$ cat src/rtl/serial_subtractor.sv
// Bit-serial two's-complement subtractor: diff = a - b, one bit per clock, LSB first,
// through a single full-subtractor cell and a registered borrow.
module serial_subtractor #(
    parameter int WIDTH = 8
) (
    input  logic             clk,
    input  logic             rst_n,
    input  logic             in_valid,
    output logic             in_ready,
    input  logic [WIDTH-1:0] a,
    input  logic [WIDTH-1:0] b,
    output logic             out_valid,
    input  logic             out_ready,
    output logic [WIDTH-1:0] diff,
    output logic             bout,
    output logic             overflow,
    output logic             zero
);

    localparam int CW = (WIDTH > 1) ? $clog2(WIDTH) : 1;
    localparam logic [CW-1:0] LAST = CW'(WIDTH - 1);

    // Handshakes: a transfer happens on a rising edge where valid and ready are both high;
    // in_ready is high only in IDLE, out_valid only in DONE, and the two never overlap.
    typedef enum logic [1:0] {
        IDLE = 2'd0,
        RUN  = 2'd1,
        DONE = 2'd2
    } state_t;

    state_t           state;
    logic [WIDTH-1:0] a_sr;
    logic [WIDTH-1:0] b_sr;
    logic [WIDTH-2:0] res_sr;
    logic             br;
    logic [CW-1:0]    cnt;
    logic             a_msb;
    logic             b_msb;

    logic             ai;
    logic             bi;
    logic             d;
    logic             br_next;
    logic [WIDTH-1:0] res_next;

    // Full-subtractor cell
    assign ai       = a_sr[0];
    assign bi       = b_sr[0];
    assign d        = ai ^ bi ^ br;
    assign br_next  = (~ai & bi) | (~(ai ^ bi) & br);
    assign res_next = {d, res_sr};

    always_ff @(posedge clk) begin
        if (!rst_n) begin
            state     <= IDLE;
            in_ready  <= 1'b1;
            out_valid <= 1'b0;
            diff      <= '0;
            bout      <= 1'b0;
            overflow  <= 1'b0;
            zero      <= 1'b0;
            a_sr      <= '0;
            b_sr      <= '0;
            res_sr    <= '0;
            br        <= 1'b0;
            cnt       <= '0;
            a_msb     <= 1'b0;
            b_msb     <= 1'b0;
        end else begin
            case (state)
                IDLE: begin
                    if (in_valid) begin
                        a_sr     <= a;
                        b_sr     <= b;
                        a_msb    <= a[WIDTH-1];
                        b_msb    <= b[WIDTH-1];
                        br       <= 1'b0;
                        cnt      <= '0;
                        in_ready <= 1'b0;
                        state    <= RUN;
                    end
                end
                RUN: begin
                    a_sr   <= a_sr >> 1;
                    b_sr   <= b_sr >> 1;
                    res_sr <= res_next[WIDTH-1:1];
                    br     <= br_next;
                    if (cnt == LAST) begin
                        // Result fields update only here so they hold between operations.
                        diff      <= res_next;
                        bout      <= br_next;
                        zero      <= (res_next == '0);
                        overflow  <= (a_msb != b_msb) && (res_next[WIDTH-1] != a_msb);
                        out_valid <= 1'b1;
                        state     <= DONE;
                    end else begin
                        cnt <= cnt + CW'(1);
                    end
                end
                DONE: begin
                    if (out_ready) begin
                        out_valid <= 1'b0;
                        in_ready  <= 1'b1;
                        state     <= IDLE;
                    end
                end
                default: begin
                    state     <= IDLE;
                    in_ready  <= 1'b1;
                    out_valid <= 1'b0;
                end
            endcase
        end
    end

endmodule

$ cat config.mk
export PLATFORM = sky130hd
export DESIGN_NAME = serial_subtractor
export DESIGN_NICKNAME = d
export VERILOG_FILES = /design/src/rtl/serial_subtractor.sv
export SDC_FILE = /design/constraint.sdc
export NUM_CORES = 1
export LEC_CHECK = 0
export ABC_CLOCK_PERIOD_IN_PS = 1800
export CORE_UTILIZATION = 51
export DETAILED_ROUTE_END_ITERATION = 10
export GPL_ROUTABILITY_DRIVEN = 0
export PLACE_DENSITY = 0.78
export SYNTH_ARGS = -nofsm -noshare
export SYNTH_HDL_FRONTEND = slang
export SYNTH_SLANG_ARGS = --single-unit
export TNS_END_PERCENT = 5
$ cat constraint.sdc
create_clock -name clk -period 1.8 [get_ports clk]
set_input_delay 0.27 -clock clk [delete_from_list [all_inputs] [get_ports clk]]
set_output_delay 0.27 -clock clk [all_outputs]
set_load 0.05 [all_outputs]
==> results by group <==
Timing
  • Final WS setup: 0.07245 ns
  • Worst Tran Pin Value: 0.5213 ns
  • Part of the cycle the worst path needs: 0.9598
  • Hold Slack: 0.4552 ns
  • Fmax: 578.9 MHz
  • Final slew viol count: 0
  • Setup TNS: 0 ns
  • Setup violations, final: 0
  • RSZ-0062 raised after global routing: no
  • Final hold violation count: 0
  • Final min period: 1.728 ns
  • Slew HR: 0.6514
  • Clock Skew: 0.005581 ns

Setup path
  • Crit-path max FO: 2
  • CP Cell Sequence: clkdlybuf4s50_1
  • Critical path's top delay family: buffers and inverters
  • R2R depth: 5
  • Crit path DAT: 1.46 ns
  • Crit-path slowest cell: clkdlybuf4s50_1
  • Crit path kind: reg -> out
  • Crit end category: output pin
  • CP startpoint kind: flip-flop
  • Critical R2R Capture: zero
  • CP Buf/Inv Count: 1
  • Reg2reg start: b_sr[0]
  • Reg2Reg Setup Slack: 0.30 ns
  • Max incr delay on CP: 0.82 ns
  • Worst EP required: 1.53 ns

Logic synthesis
  • Synth Warn #: 0
  • Synth unique cells: 33
  • Sequential element share of the synthesized area: 0.4681
  • Most used flip-flop cell after synthesis: dfxtp_1
  • Post-synth ARST share: 0
  • Top cell type's share of synthesized area: 0.4681
  • EDFF count, synth: 0
  • Mapped Area: 0.001882 mm2
  • Synthesized instance count: 220
  • Post-synthesis average cell area: 8.554 um2
  • Post-synth top area cell: dfxtp_1
  • Synth area leaders: dfxtp_1, nand2_1, a31oi_1, o21ai_0, a21boi_1
  • Syn_nets: 243
  • Synthesis-stage register bit count: 44

Flow run
  • Max cap viols: 0

GRT
  • Grt ovf: 0
  • First-pass GRT wire length: 6154 um
  • Total global-route track usage: 0.2017
  • Vias in the first global route: 1407
  • Initial antenna violation count: 0
  • Largest net degree at the start of global routing: 33

Power
  • PD cells: 798.8 mW/mm2
  • Switch share: 0.2418
  • Max IR drop VDD: 0.0004325 V
  • Total leakage power: 0.0008814 uW
  • P_int: 1386 uW
  • Clock Power Share: 0.312
  • Flop pwr share: 0.569
  • Comb pwr share: 0.119
  • Switching power: 442.1 uW

Floorplanning
  • Core area: 0.003442 mm2
  • Die Y: 62.75 um
  • Starting Density: 0.5467
  • Row cnt: 21
  • Die width: 62.75 um
  • DIE AREA: 0.003937 mm2
  • Ports: 33

Drt
  • Remaining DRCs: 0
  • Met2 wire len: 1575 um
  • Initial detailed-routing violation count: 77
  • M1 wire length: 1768 um
  • Top Layer Used: met4
  • Vias per cell: 5.184
  • Antenna Nets Post-Route: 0
  • WL/cell: 11.99 um
  • DRT Wirelength: 3526 um
  • Vias: 1524
  • DRT Pass-1 Iters: 4
  • Met3 wire length: 147 um

Layout
  • Filler cells: 305
  • Synth-to-layout area growth: 21.61%
  • Final Core Density: 0.6648
  • Fin nets: 271
  • Layout cells sized above 1: 0.06452
  • Ant diodes: 0

Place
  • Port Buffers: 32
  • Worst slack at placement: 0.2637 ns
  • HPWL Detailed: 2470 um

Worst hold path
  • Hold EP: diff[2]
  • Worst Hold Class: reg -> reg
  • Hold Path Depth: 2
  • Hold path start: diff[2]

CTS
  • Htree depth: 2
  • Root Driver: clkbuf_8
  • Clk Latency, worst-skew pair: 0.29 ns
  • CTS tree: yes
  • Postcts setup bufs: 0
  • Clock Path Buffers: 2
  • Total CTS buffers: 5
  • Total clock sinks: 44
  • CTS resizes: 0
  • Hold-fix buffers, CTS: 0
  • Clock transition at path regs: 0.08 ns

Run status
  • Outcome: finished clean
## layer usage
| metal | global-route usage | vias to the layer above |
|---|---|---|
| met5 | 0 | - |
| met3 | 0.05474 | 2 |
| met2 | 0.3220 | 38 |
| met4 | 0.08721 | 0 |
| met1 | 0.2546 | 685 |
| li1 | - | 799 |
## cells in the final DEF (no fill, tap or decap), drive strengths merged
cell type / instances
a21boi: 15
clkdlybuf4s50: 31
a32o: 2
a21oi: 3
and3b: 1
clkbuf: 5
a22o: 2
inv: 4
nor2: 3
nor2b: 6
nand4: 1
fa: 1
o21ai: 17
mux2i: 5
nand3b: 3
nor4: 2
o22ai: 1
and2: 3
a31oi: 14
dfxtp: 44
ha: 2
o21ba: 1
dlymetal6s2s: 1
o211a: 1
o21a: 1
nand2: 64
nand2b: 1
buf: 7
nand3: 3
nor3b: 1
clkinvlp: 1
and3: 1
clkinv: 1
## stage by stage
| step | instance area [um2] | total power (uW) | instances |
|---|---|---|---|
| 4_1_cts | 2286 | 1848 | 294 |
| 6_report | 2288 | 1828 | 294 |
| 3_3_place_gp | 2205 | 1275 | 287 |
| 3_5_place_dp | 2205 | 1280 | 287 |
| 5_1_grt | 2288 | 1921 | 294 |
| 2_1_floorplan | 1882 | 1205 | 220 |
## flip-flops by register name (all words and copies together) (netlist names), 2 cells and up
register,flops
diff,8
res_sr,7
cnt,3
b_sr,8
state,2
a_sr,8
## synthesized netlist by cell type, types with 2 or more instances
| master | number |
|---|---|
| a31oi_1 | 14 |
| a21boi_1 | 9 |
| nand3b_1 | 3 |
| dfxtp_1 | 44 |
| ha_1 | 2 |
| nand2_1 | 64 |
| buf_2 | 5 |
| o21ai_0 | 17 |
| clkbuf_1 | 5 |
| buf_6 | 5 |
| a21oi_1 | 3 |
| a32o_1 | 2 |
| buf_4 | 2 |
| nor2_1 | 3 |
| nor4_1 | 2 |
| a21boi_0 | 6 |
| a22o_1 | 2 |
| inv_1 | 4 |
| nor2b_1 | 6 |
| and2_1 | 3 |
| mux2i_1 | 5 |
| nand3_1 | 3 |
## how the worst max path moves through the flow
stage,endpoint,depth (start not counted),start
global route,diff[6],1,diff[6]
floorplan,zero,5,b_sr[0]
detailed placement,br,5,in_valid
CTS,bout,1,bout
global placement,br,5,in_valid
finish,diff[6],1,diff[6]
## cell families after synthesis
family,share of synthesized area
simple gates,0.2121
compound gates,0.1975
flops,0.4681
buf+inv,0.07180
mux,0.02660
fa+ha+maj,0.02393
## layout make-up
type / count / area (um2) / area share
clock buffers: 5 / 68.82 / 0.03007
well taps: 46 / 57.56 / 0.02515
inverters: 4 / 15.01 / 0.006561
repair buffers: 39 / 387.9 / 0.1695
clock inverters: 2 / 12.51 / 0.005467
multi-input cells: 154 / 865.8 / 0.3783
flip-flops and latches: 44 / 880.8 / 0.3849
## power by group through the flow
stage	clock [uW]	combinational (uW)	sequential, uW
floorplan	0	146	1060
global placement	0	213	1060
finish	571	217	1040
detailed placement	0	217	1060
global route	633	242	1050
CTS	590	218	1040
Power figures use the tool's default switching activity.
